===== config.mk =====
export PLATFORM = sky130hd
export DESIGN_NAME = serial_word_tx
export DESIGN_NICKNAME = d
export VERILOG_FILES = /design/src/rtl/serial_word_tx_pkg.sv /design/src/rtl/serial_word_tx_piso_shift_reg.sv /design/src/rtl/serial_word_tx.sv
export SDC_FILE = /design/constraint.sdc
export NUM_CORES = 1
export LEC_CHECK = 0
export BUFFER_PORTS_ARGS = -buffer_cell sky130_fd_sc_hd__buf_2
export CAP_MARGIN = 20
export CELL_PAD_IN_SITES_DETAIL_PLACEMENT = 1
export CELL_PAD_IN_SITES_GLOBAL_PLACEMENT = 2
export CORE_UTILIZATION = 33
export DETAILED_ROUTE_END_ITERATION = 8
export GPL_TIMING_DRIVEN = 0
export PLACE_DENSITY_LB_ADDON = 0.25
export SETUP_SLACK_MARGIN = 0.02
export SYNTH_ARGS = -nofsm -noshare
export SYNTH_HDL_FRONTEND = slang
export SYNTH_HIERARCHICAL = 1
export SYNTH_SLANG_ARGS = --single-unit

===== constraint.sdc =====
create_clock -name clk -period 2.03 [get_ports clk]
set_clock_uncertainty 0.15 [all_clocks]
set_input_delay 0.406 -clock clk [delete_from_list [all_inputs] [get_ports clk]]
set_output_delay 0.406 -clock clk [all_outputs]
set_load 0.01 [all_outputs]

===== src/rtl/serial_word_tx_pkg.sv =====
// Shared definitions for the serial word transmitter and the detector benches.
package serial_word_tx_pkg;

    localparam int unsigned DEFAULT_WIDTH = 8;
    localparam int unsigned DEFAULT_CNT_W = 3;

    typedef enum logic [1:0] {
        IDLE  = 2'b00,
        SHIFT = 2'b01,
        DONE  = 2'b10
    } tx_state_t;

endpackage


===== src/rtl/serial_word_tx_piso_shift_reg.sv =====
// Parallel-in serial-out register that holds the word and its shift direction.
module piso_shift_reg #(
    parameter int unsigned WIDTH = 8
) (
    input  logic             clk,
    input  logic             reset,
    input  logic             ld,
    input  logic             shift_en,
    input  logic             dir,
    input  logic [WIDTH-1:0] d,
    output logic             q_out
);

    logic [WIDTH-1:0] shreg;
    logic             dir_q;

    always_ff @(posedge clk or negedge reset) begin
        if (!reset) begin
            shreg <= '0;
            dir_q <= 1'b0;
        end else if (ld) begin
            shreg <= d;
            dir_q <= dir;
        end else if (shift_en) begin
            // Always shift toward the end that q_out reads from.
            if (dir_q) begin
                shreg <= {shreg[WIDTH-2:0], 1'b0};
            end else begin
                shreg <= {1'b0, shreg[WIDTH-1:1]};
            end
        end
    end

    always_comb begin
        q_out = dir_q ? shreg[WIDTH-1] : shreg[0];
    end

endmodule


===== src/rtl/serial_word_tx.sv =====
// Loads a parallel word on a load/ready handshake and shifts it out on w, one bit per clock.
module serial_word_tx
    import serial_word_tx_pkg::*;
#(
    parameter int unsigned WIDTH = DEFAULT_WIDTH,
    parameter int unsigned CNT_W = DEFAULT_CNT_W
) (
    input  logic             clk,
    input  logic             reset,
    input  logic             load,
    input  logic [WIDTH-1:0] din,
    input  logic             msb_first,
    output logic             ready,
    output logic             w,
    output logic             w_valid,
    output logic             done
);

    tx_state_t        state;
    tx_state_t        state_next;
    logic [CNT_W-1:0] cnt;
    logic             ld;
    logic             shift_en;
    logic             q_out;

    always_ff @(posedge clk or negedge reset) begin
        if (!reset) begin
            state <= IDLE;
        end else begin
            state <= state_next;
        end
    end

    // Encoding 2'b11 lands in the default arm and recovers to IDLE.
    always_comb begin
        state_next = IDLE;
        ld         = 1'b0;
        shift_en   = 1'b0;
        case (state)
            IDLE: begin
                if (load) begin
                    ld         = 1'b1;
                    state_next = SHIFT;
                end else begin
                    state_next = IDLE;
                end
            end
            SHIFT: begin
                shift_en   = 1'b1;
                state_next = (cnt == '0) ? DONE : SHIFT;
            end
            DONE: begin
                state_next = IDLE;
            end
            default: begin
                state_next = IDLE;
            end
        endcase
    end

    always_ff @(posedge clk or negedge reset) begin
        if (!reset) begin
            cnt <= '0;
        end else if (ld) begin
            cnt <= CNT_W'(WIDTH - 1);
        end else if (state == SHIFT && cnt != '0) begin
            cnt <= cnt - CNT_W'(1);
        end
    end

    piso_shift_reg #(
        .WIDTH(WIDTH)
    ) u_piso (
        .clk      (clk),
        .reset    (reset),
        .ld       (ld),
        .shift_en (shift_en),
        .dir      (msb_first),
        .d        (din),
        .q_out    (q_out)
    );

    always_comb begin
        ready   = (state == IDLE);
        w_valid = (state == SHIFT);
        done    = (state == DONE);
        w       = (state == SHIFT) && q_out;
    end

endmodule

==> impl_metrics.ini, run 1 <==
[run_status]
status = completed

[timing]
fin_setup_tns_ns = 0
period_share = 0.948
finalHoldViolCount = 0
slew_viol_final = 0
rsz0062_at_grt = false
relSlewSlack = 0.784
worst_slack_ns = 0.106
fmax_mhz = 520
tightest_slew_ns = 0.323
setup_violations = 0
period_needed_ns = 1.92

[floorplan]
initial_core_util = 0.366
die_area_um2 = 2750
fp.dieW_um = 52.5
ios = 16
rows = 17
die_h_um = 52.5
core-area_um2 = 2300

[synthesis]
ys.flop_type = dfrtp_1
netlist-cell-type-count = 30
synth_nets = 93
syn_avg_cell_area_um2 = 10.6
synth_seq_cells = 14
async_flop_share = 1.00
netlist_instances = 79
ys_seq_area_frac = 0.417
syn-cell-area_um2 = 841
ys_warn_count = 6
synth_edf_count = 0

[placement]
dp_hpwl_mm = 1.33
pre_cts_ws_ns = 0.283
placed_cells = 122
numPortBuffers = 15
gp_congestion = 0.688
place_area_um2 = 951

[critical_path]
worstPathArrival_ns = 1.37
cp_cell_sequence = buf_6, mux2_2, and2_1, buf_2
crit_path_end_kind = output port
cpPeakStageDelay_ns = 0.35
cp-start-kind = register
cp_slowest_cell = dfrtp_1
worstPathRequired_ns = 1.47
critPathKind = register to output port
crit_path_max_fanout = 10

[drt]
num_vias = 638
vias_per_cell = 5.06
drt_iter0_drc = 7
antenna_left = 0
route.detailed.drc = 0
dr.pass1.iters = 4
wl_per_cell_um = 14.0
drt-total-wl_mm = 1.76

[grt]
grt_max_degree = 15
track_usage = 0.162
overflow = 0
grt_pass1_vias = 696
grt_first_pass_wirelength_mm = 3.17
antenna_found_initial = 0

[pwr]
fin_total_pwr_uw = 1400
peakVddDrop_mv = 0.595
p_leak_uw = 0.000495
powerDensity_nw_per_um2 = 1410

[cells_and_area]
fill_cells = 263
n_antenna_cell = 0
nets = 114
layout_common_cells = 15 x buf_2, 14 x dfrtp_1, 10 x nand2_1, 7 x mux2i_1, 6 x or3b_1
drive_gt1_frac = 0.316
areaGrowthSynthToFinish_pct = 17.4
final_cells = 126
mostFrequentLayoutCell = buf_2
design_area_um2 = 987

[cts]
clockBufferDepth = 2
path_clk_slew_ns = 0.08
cts_htree_levels = 1
root_buffer = clkbuf_4
clkLatencyLatePin_ns = 0.27
cts_setup_buffers = 0
numCtsBuffers = 3
clock-sinks = 14
cts_tree = built

[job]
cap_violations = 0

[min_path]
hp-class = input pin to register
[final timing paths]
path                              startpoint              end  slack [ns]  cells past startpoint
worst max-delay path            u_piso/dir_q                w        0.11                      4
worst min-delay path                  din[5]  u_piso/shreg[5]        0.19                      3
worst max register to register      state[1]     u_piso/dir_q        0.30                      5
worst min register to register        cnt[2]           cnt[2]        0.38                      1
max in group asynchronous              reset           cnt[0]        1.08                      2
min in group asynchronous              reset  u_piso/shreg[7]        0.40                      2
[synthesized netlist by cell type (2+ instances only)]
cell type,count,area share
or3b_1,6,0.062
buf_4,2,0.018
nand2b_1,3,0.022
inv_1,5,0.022
nand2b_2,2,0.021
nor2b_1,2,0.015
mux2i_1,7,0.083
a31oi_1,2,0.015
dfrtp_1,14,0.42
ha_1,2,0.030
nand2_1,10,0.045
a21oi_1,2,0.012
o211ai_2,5,0.074
[kinds of logic (layout without fill, tap and decap cells)]
logic type,after synthesis,in the layout,synth area share
flops,14,14,0.417
fa+ha+maj,2,2,0.0298
mux,9,9,0.110
buf+inv,8,27,0.0536
simple gates,32,32,0.246
compound gates,14,14,0.144
[power breakdown]
group          total, µW  leakage, µW  internal, µW  switching [µW]
Sequential           504     0.000171           404            99.5
Clock                153    0.0000138          68.8            84.3
Combinational        739     0.000310           373             366
[metrics by stage]
step	hold slack, ns	util
2_1_floorplan	-0.0396	-
3_5_place_dp	0.178	0.414
3_3_place_gp	0.178	0.414
5_1_grt	0.189	0.430
6_report	0.188	0.430
4_1_cts	0.178	0.428
[final cells by class]
| cell class | count | area (µm²) | area share |
|---|---|---|---|
| flip-flops and latches | 14 | 350 | 0.355 |
| plain buffers | 3 | 30.0 | 0.0304 |
| inverters | 5 | 18.8 | 0.0190 |
| clock buffers | 3 | 22.5 | 0.0228 |
| multi-input cells | 57 | 445 | 0.451 |
| well taps | 28 | 35.0 | 0.0355 |
| repair buffers | 16 | 85.1 | 0.0862 |
[worst max-delay path, delay by kind of cell, from the launching register on]
| family | cells | cell delay (ns) |
|---|---|---|
| multiplexers | 1 | 0.33 |
| AND/OR/NAND/NOR | 1 | 0.13 |
| buffers and inverters | 2 | 0.28 |
| flip-flops | 1 | 0.35 |
[flip-flops by register name, indices dropped and copies added, names as in the netlist]
register and flops:
u_piso/shreg 8, state 2, u_piso/dir_q 1, cnt 3
[repair_timing]
item,4_1_cts,5_1_grt
hold buffers,1,0
resized for setup,0,1
endpoints found under the setup margin,0,1
endpoints found under the hold margin,14,0
[per-layer routing]
layer,share of wire,GRT usage,wire length [µm]
met1,0.49,0.209,866
met4,0.0057,0.0263,10
met3,0.053,0.0609,93
met5,0,0,0
met2,0.45,0.262,793
No activity file was read; power rests on OpenSTA's default activity.
==> run 2: changes to the inputs <==
- CELL_PAD_IN_SITES_GLOBAL_PLACEMENT: 2 -> 1
- CORE_UTILIZATION: 33 -> 35
==> run 2 against run 1 <==
Worst setup slack worse by 0.0094 ns. Clock power increased by 3%. Critical path type unchanged. Register-to-register slack improved by 0.03 ns.
==> impl_metrics.ini, run 2 (synthesis gave the netlist of run 1 again) <==
[critical_path]
reg2reg_depth = 5
crit_path_max_fanout = 10
worstPathRequired_ns = 1.47
worstPathArrival_ns = 1.38
critPathKind = register to output port
r2r_end = u_piso/dir_q
cp-start-kind = register
startpoint = u_piso/dir_q
r2r-start = state[1]
rrSetupSlack_ns = 0.33
crit_path_end_kind = output port
crit_end = w

[grt]
gr-usage-met1 = 0.215
grt_max_degree = 15
globalRoute.busiestLayer = met2
gr-usage-met2 = 0.263
track_usage = 0.166
overflow = 0
grt_util_met3 = 0.0268
antenna_found_initial = 0
grt_pass1_vias = 706
grt_first_pass_wirelength_mm = 3.15

[drt]
antenna_left = 0
num_vias = 628
wl_per_cell_um = 13.6
dr.pass1.iters = 3
route.detailed.drc = 0
drt_iter0_drc = 7
vias_per_cell = 4.98
drt-total-wl_mm = 1.71

[cts]
clkLatencyLatePin_ns = 0.28
cts_htree_levels = 1
root_buffer = clkbuf_4
clockBufferDepth = 2
cts_setup_buffers = 0
cts_tree = built
clock-sinks = 14
numCtsBuffers = 3
path_clk_slew_ns = 0.09

[pwr]
fin_total_pwr_uw = 1390
pwr-share-clk = 0.113
pwr-share-seq = 0.362
swShare = 0.392
intPower_uw = 845
powerDensity_nw_per_um2 = 1410
p_leak_uw = 0.000495
peakVddDrop_mv = 0.572
p_sw_uw = 545
combPwrFrac = 0.525

[floorplan]
die_area_um2 = 2600
rows = 17
ios = 16
fp.dieW_um = 51.0
initial_core_util = 0.376
core-area_um2 = 2230
die_h_um = 51.0

[cells_and_area]
seq_area_um2 = 350
design_area_um2 = 987
nets = 114
mostFrequentLayoutCell = buf_2
drive_gt1_frac = 0.316
top_register = u_piso/shreg
areaGrowthSynthToFinish_pct = 17.4
fill_cells = 266
n_antenna_cell = 0
layout_common_cells = 15 x buf_2, 14 x dfrtp_1, 10 x nand2_1, 7 x mux2i_1, 6 x or3b_1
top_regs = u_piso/shreg: 8 flops, cnt: 3 flops, state: 2 flops
multiInputGateArea_um2 = 445
largest_reg_flops = 8
finish.utilization = 0.442

[min_path]
hp-class = input pin to register
hold_depth = 3

[timing]
worst_slack_ns = 0.0965
period_share = 0.952
fmax_mhz = 517
slew_viol_final = 0
finalHoldViolCount = 0
period_needed_ns = 1.93
fin_setup_tns_ns = 0
relSlewSlack = 0.783
rsz0062_at_grt = false
setup_violations = 0
tightest_slew_ns = 0.326

[placement]
dp_hpwl_mm = 1.27
place_area_um2 = 951
numPortBuffers = 15
gp_congestion = 0.726
pre_cts_ws_ns = 0.303

[job]
cap_violations = 0

[run_status]
status = completed
[run 2: cell counts in the layout (fill, tap and decap cells not counted)]
Identical to the previous run, type by type.
[run 2: worst min path at each step]
stage,startpoint,endpoint
after floorplan,reset,cnt[0]
after detailed placement,reset,u_piso/shreg[7]
after global placement,reset,u_piso/shreg[7]
after CTS,din[4],u_piso/shreg[4]
after global routing,msb_first,u_piso/dir_q
final,din[4],u_piso/shreg[4]
[run 2: final cells by class]
class | instances | area share
timing repair buffer | 16 | 0.0862
tap | 28 | 0.0355
multi-input combinational | 57 | 0.451
inverter | 5 | 0.0190
sequential | 14 | 0.355
buffer | 3 | 0.0304
clock buffer | 3 | 0.0228
[run 2: what timing repair did]
item | 4_1_cts | 5_1_grt
setup endpoints to repair | 0 | 1
hold buffers | 1 | 0
resized for setup | 0 | 1
hold endpoints to repair | 14 | 0
[run 2: per-stage QoR]
stage	hold slack, ns	std cells
2_1_floorplan	-0.0396	79
5_1_grt	0.195	126
6_report	0.185	126
3_5_place_dp	0.176	122
3_3_place_gp	0.176	122
4_1_cts	0.178	126
[run 2: power by group through the flow]
stage,Clock (µW),Sequential (µW),Combinational (µW)
global placement,0,500,713
finish,157,503,730
CTS,168,502,736
detailed placement,0,508,732
floorplan,0,472,589
global route,177,522,827
[run 2: worst max-delay path: stages (launching register included)]
cell and delay (ns):
dfrtp_1 0.35, buf_6 0.15, mux2_2 0.34, and2_1 0.13
buf_2 0.13
[run 2: per-layer routing]
| layer | share of wire | vias to the layer above |
|---|---|---|
| li1 | - | 316 |
| met1 | 0.52 | 301 |
| met2 | 0.45 | 9 |
| met3 | 0.028 | 2 |
| met4 | 0.0047 | 0 |
| met5 | 0 | - |
